## config.mk

```make
export PLATFORM = sky130hd
export DESIGN_NAME = remote_comm
export DESIGN_NICKNAME = d
export VERILOG_FILES = /design/src/rtl/remote_comm.sv
export SDC_FILE = /design/constraint.sdc
export NUM_CORES = 1
export LEC_CHECK = 0
export ABC_AREA = 1
export ABC_CLOCK_PERIOD_IN_PS = 4150
export BUFFER_PORTS_ARGS = -buffer_cell sky130_fd_sc_hd__buf_2
export CAP_MARGIN = 20
export CORE_ASPECT_RATIO = 0.6
export CORE_UTILIZATION = 48
export DETAILED_ROUTE_END_ITERATION = 6
export PLACE_DENSITY = 0.66
export SYNTH_ARGS = -nofsm -noshare
export SYNTH_HDL_FRONTEND = slang
export SYNTH_SLANG_ARGS = --single-unit
```

## constraint.sdc

```tcl
create_clock -name clk -period 4.15 [get_ports clk]
set_input_delay 1.0375 -clock clk [delete_from_list [all_inputs] [get_ports clk]]
set_output_delay 1.0375 -clock clk [all_outputs]
set_load 0.01 [all_outputs]
```

## src/rtl/remote_comm.sv

```systemverilog
// rtl/remote_comm.sv - host-side UART 8N1 command transmitter and response receiver
module remote_comm #(
    parameter int BAUD_DIV = 2604
) (
    input  logic        clk,
    input  logic        rst,
    input  logic [15:0] cmd,
    input  logic        send_cmd,
    output logic        cmd_sent,
    output logic        TX,
    input  logic        RX,
    output logic [7:0]  resp,
    output logic        resp_rdy
);

    localparam logic [11:0] BAUD_M1 = 12'(BAUD_DIV - 1);
    localparam logic [11:0] HALF_M1 = 12'(BAUD_DIV / 2 - 1);

    typedef enum logic [1:0] {TX_IDLE, SEND_HI, SEND_LO} tx_state_t;
    typedef enum logic {RX_IDLE, RX_BUSY} rx_state_t;

    tx_state_t   tx_state, tx_next;
    logic [7:0]  lo_hold;
    logic [8:0]  tx_shift;
    logic [11:0] tx_baud;
    logic [3:0]  tx_bit;
    logic        tx_done_d;
    logic        accept;
    logic        tx_bit_end;
    logic        tx_frame_end;

    rx_state_t   rx_state, rx_next;
    logic        rx_s1, rx_s2, rx_prev;
    logic [11:0] rx_cnt;
    logic [3:0]  rx_bit;
    logic [7:0]  rx_shift;
    logic        rx_fall;
    logic        rx_tick;
    logic        rx_last;

    assign accept       = (tx_state == TX_IDLE) && send_cmd;
    assign tx_bit_end   = (tx_baud == BAUD_M1);
    assign tx_frame_end = tx_bit_end && (tx_bit == 4'd9);

    assign rx_fall = rx_prev && !rx_s2;
    assign rx_tick = (rx_state == RX_BUSY) && (rx_cnt == 12'd0);
    assign rx_last = rx_tick && (rx_bit == 4'd9);

    always_comb begin
        tx_next = tx_state;
        case (tx_state)
            TX_IDLE: if (send_cmd)     tx_next = SEND_HI;
            SEND_HI: if (tx_frame_end) tx_next = SEND_LO;
            SEND_LO: if (tx_frame_end) tx_next = TX_IDLE;
            default:                   tx_next = TX_IDLE;
        endcase
    end

    always_comb begin
        rx_next = rx_state;
        case (rx_state)
            RX_IDLE: if (rx_fall) rx_next = RX_BUSY;
            RX_BUSY: if (rx_last) rx_next = RX_IDLE;
            default:              rx_next = RX_IDLE;
        endcase
    end

    always_ff @(posedge clk or posedge rst) begin
        if (rst) begin
            tx_state <= TX_IDLE;
            rx_state <= RX_IDLE;
        end else begin
            tx_state <= tx_next;
            rx_state <= rx_next;
        end
    end

    // The low byte's start bit is loaded on the same edge the high byte's stop bit ends.
    always_ff @(posedge clk or posedge rst) begin
        if (rst) begin
            TX        <= 1'b1;
            lo_hold   <= 8'h00;
            tx_shift  <= 9'h1ff;
            tx_baud   <= 12'd0;
            tx_bit    <= 4'd0;
            tx_done_d <= 1'b0;
            cmd_sent  <= 1'b0;
        end else begin
            tx_done_d <= (tx_state == SEND_LO) && tx_frame_end;
            if (accept) begin
                lo_hold  <= cmd[7:0];
                tx_shift <= {1'b1, cmd[15:8]};
                TX       <= 1'b0;
                tx_baud  <= 12'd0;
                tx_bit   <= 4'd0;
            end else if (tx_state != TX_IDLE) begin
                if (tx_frame_end) begin
                    if (tx_state == SEND_HI) begin
                        tx_shift <= {1'b1, lo_hold};
                        TX       <= 1'b0;
                    end else begin
                        TX <= 1'b1;
                    end
                    tx_baud <= 12'd0;
                    tx_bit  <= 4'd0;
                end else if (tx_bit_end) begin
                    TX       <= tx_shift[0];
                    tx_shift <= {1'b1, tx_shift[8:1]};
                    tx_bit   <= tx_bit + 4'd1;
                    tx_baud  <= 12'd0;
                end else begin
                    tx_baud <= tx_baud + 12'd1;
                end
            end
            if (accept) begin
                cmd_sent <= 1'b0;
            end else if (tx_done_d) begin
                cmd_sent <= 1'b1;
            end
        end
    end

    // Bit 0 is the start-bit sample, bits 1..8 are data, bit 9 is the stop-bit sample.
    always_ff @(posedge clk or posedge rst) begin
        if (rst) begin
            rx_s1    <= 1'b1;
            rx_s2    <= 1'b1;
            rx_prev  <= 1'b1;
            rx_cnt   <= 12'd0;
            rx_bit   <= 4'd0;
            rx_shift <= 8'h00;
            resp     <= 8'h00;
            resp_rdy <= 1'b0;
        end else begin
            rx_s1   <= RX;
            rx_s2   <= rx_s1;
            rx_prev <= rx_s2;
            if ((rx_state == RX_IDLE) && rx_fall) begin
                rx_cnt <= HALF_M1;
                rx_bit <= 4'd0;
            end else if (rx_state == RX_BUSY) begin
                if (rx_tick) begin
                    rx_cnt <= BAUD_M1;
                    rx_bit <= rx_bit + 4'd1;
                    if ((rx_bit >= 4'd1) && (rx_bit <= 4'd8)) begin
                        rx_shift <= {rx_s2, rx_shift[7:1]};
                    end
                    if (rx_last) begin
                        resp <= rx_shift;
                    end
                end else begin
                    rx_cnt <= rx_cnt - 12'd1;
                end
            end
            if (rx_last) begin
                resp_rdy <= 1'b1;
            end else if (((rx_state == RX_IDLE) && rx_fall) || accept) begin
                resp_rdy <= 1'b0;
            end
        end
    end

endmodule

```

==> results.json <==
{
  "outcome": "completed",
  "cp_max_fo": 28,
  "r2r_start": "tx_bit[1]",
  "ys_top_cells_by_area": "dfrtp_1, nand2_1, dfstp_2, nor2_1, inv_1",
  "holdBufCountCts": 0,
  "synth_top_family_by_area": "simple AND/OR/NAND/NOR gates",
  "vdd_drop_max_mv": 0.317,
  "fin_area_mm2": 0.00430,
  "p_sw_mw": 0.683,
  "initial_core_util_pct": 51.0,
  "worst-r2r-cell-count": 9,
  "pwr-share-clk_pct": 34.9,
  "port-buffer-count": 30,
  "final-setup-viol-count": 0,
  "start_kind": "input pin",
  "diodes": 0,
  "drv_cap": 0,
  "gp_congestion": 0.879,
  "utilization_pct": 57.8,
  "min_period_ns": 2.47,
  "via_per_inst": 5.13,
  "p_int_mw": 1.50,
  "syn_to_final_growth_pct": 13.2,
  "fin_nets": 521,
  "crit_buf_inv": 3,
  "first_global_vias": 2840,
  "dieWidth_um": 117,
  "drt_pass1_iterations": 7,
  "drt-wirelength-per-cell_um": 13.0,
  "vias": 3082,
  "syn-num-nets": 490,
  "slew_headroom_pct": 44.7,
  "root_buffer": "clkbuf_16",
  "yosys.area_share.simple_pct": 29.7,
  "power_leakage_nw": 2.19,
  "final_cells": 601,
  "reg2reg_slack_ns": 1.76,
  "cts_buffers": 9,
  "dp_cells": 585,
  "clock_sink_count": 74,
  "synth.area.mux_share_pct": 0.263,
  "wl_mm": 7.79,
  "syn-cell-area_mm2": 0.00380,
  "fin_skew_ns": 0.0106,
  "synth_top_area_cell": "dfrtp_1",
  "cp.depth": 9,
  "cts_resized": 0,
  "end_kind": "flip-flop",
  "slowest_delay_ns": 0.48,
  "synth_edf_count": 0,
  "max_freq_mhz": 406,
  "htree_num_levels": 3,
  "yosys.area.top_type_share_pct": 40.8,
  "synth_compound_area_share_pct": 8.36,
  "avgSynthCellArea_um2": 8.24,
  "holdCritPathClass": "flip-flop to flip-flop",
  "synthArstFlopShare_pct": 100,
  "tightestPinTransition_ns": 0.827,
  "core_mm2": 0.00745,
  "crit_chain": "buf_2 > inv_1 > nor2_1 > inv_2 > nand2_4 > nand2_4 > nor2_1 > nand2_1 > nand2_1",
  "synthAdderAreaFrac_pct": 2.96,
  "critPathLaunch": "send_cmd",
  "crit_required_ns": 4.43,
  "slowest_stage": "nor2_1",
  "placed_area_mm2": 0.00401,
  "ant_nets": 0,
  "cts_tree": "done",
  "final_max_slew_viol_count": 0,
  "worstReg2RegEnd": "tx_shift[6]",
  "critical_path_class": "input pin to flip-flop",
  "ys_seq_elements": 74,
  "die_area_mm2": 0.00829,
  "grt_usage_pct": 21.8,
  "grt_overflow": 0,
  "ys_warn_count": 0,
  "drtIter0Drc": 274,
  "die-height_um": 70.9,
  "fin_crit_sh_pct": 59.4,
  "min_path_cells": 0,
  "synthDistinctLibCells": 41,
  "synth_ff_type": "dfrtp_1",
  "synth_common_cells": "nand2_1, dfrtp_1, nor2_1",
  "synth_xor_xnor_area_share_pct": 2.30,
  "cts_buffer_depth": 2,
  "synth.most_common_cell": "nand2_1",
  "drcViolationCount": 0,
  "hold_slack_ns": 0.354,
  "final_layout_size_suffix_gt1_share_pct": 19.3,
  "power.density_mw_per_mm2": 507,
  "synth_seq_area_share_pct": 49.1,
  "hold_viol": 0,
  "rsz0062_at_grt": "no",
  "syn_inst": 461,
  "cp_top_family": "simple AND/OR/NAND/NOR gates",
  "clock_latency_ns": 0.34,
  "rows": 24,
  "grt_pass1_wl_mm": 13.6,
  "cts.reportedPaths.clkPinSlew_ns": 0.06,
  "crit_arrival_ns": 2.75,
  "grt_max_degree": 51,
  "cp-endpoint": "tx_shift[5]",
  "combPwrFrac_pct": 20.3,
  "switching_share_pct": 31.4,
  "dp_hpwl_mm": 5.59,
  "antenna_found_initial": 0,
  "seqPwrFrac_pct": 44.8,
  "post_cts_buffers": 0,
  "fin_setup_tns_ns": 0,
  "ios": 31
}
==> power by group through the flow <==
stage	logic, mW	registers, mW	clock network (mW)
6_report	0.442	0.977	0.760
5_1_grt	0.523	0.996	0.807
4_1_cts	0.443	0.973	0.774
3_5_place_dp	0.442	0.982	0
3_3_place_gp	0.428	0.980	0
2_1_floorplan	0.352	0.956	0
==> layout by cell type, fill, tap and decap left out, types with 4 or more instances in the layout <==
| master | n |
|---|---|
| nand2_1 | 131 |
| dfrtp_1 | 62 |
| nor2_1 | 48 |
| inv_1 | 44 |
| buf_2 | 30 |
| nand3_1 | 29 |
| o21ai_0 | 17 |
| nand4_1 | 16 |
| o21ai_2 | 15 |
| dfstp_2 | 12 |
| ha_1 | 9 |
| clkbuf_16 | 9 |
| nor3_1 | 8 |
| a21oi_1 | 8 |
| inv_2 | 7 |
| xor2_1 | 6 |
| nand2_4 | 4 |
| nor2_2 | 4 |
| xnor2_1 | 4 |
==> area by class of cell <==
class                      instances  area (µm²)
clock inverter                     5        56.3
sequential                        74        1870
clock buffer                      11         233
inverter                          53         200
timing repair buffer              31         158
tap                              104         130
multi-input combinational        323        1660
fill                             696        3150
==> metrics by stage <==
step / power (mW) / setup WS, ns
2_1_floorplan: 1.31 / 1.25
5_1_grt: 2.33 / 1.39
6_report: 2.18 / 1.68
4_1_cts: 2.19 / 1.70
3_3_place_gp: 1.41 / 1.43
3_5_place_dp: 1.42 / 1.35
==> cell families (layout without fill, tap and decap cells) <==
kind of cell	count (synthesis)	after routing
DFF	74	74
and+or+nand+nor	254	254
muxes	1	1
buffers and inverters	64	100
AOI/OAI and AO/OA	49	49
adders and majority gates	9	9
xor gates and xnor gates	10	10
==> state kept, by name, indices dropped and copies added (netlist names) <==
signal and flops:
rx_cnt 12, tx_baud 12, lo_hold 8, resp 8, rx_shift 8, tx_shift 8
rx_bit 4, tx_bit 4, tx_state 2, TX 1, cmd_sent 1, resp_rdy 1
rx_prev 1, rx_s1 1, rx_s2 1, rx_state 1, tx_done_d 1
==> per-layer routing <==
| layer | wire, µm | track usage, % | vias to the layer above |
|---|---|---|---|
| li1 | - | - | 1546 |
| met1 | 4240 | 33.4 | 1432 |
| met2 | 2970 | 28.6 | 92 |
| met3 | 493 | 7.03 | 12 |
| met4 | 95 | 7.45 | 0 |
| met5 | 0 | 0 | - |
==> worst min path at each step <==
stage          slack [ns]  start    end
3_3_place_gp         0.35  rx_s1  rx_s2
6_report             0.35  rx_s1  rx_s2
3_5_place_dp         0.35  rx_s1  rx_s2
2_1_floorplan        0.35  rx_s1  rx_s2
5_1_grt              0.36  rx_s1  rx_s2
4_1_cts              0.35  rx_s1  rx_s2
(Power assumes the default switching activity.)
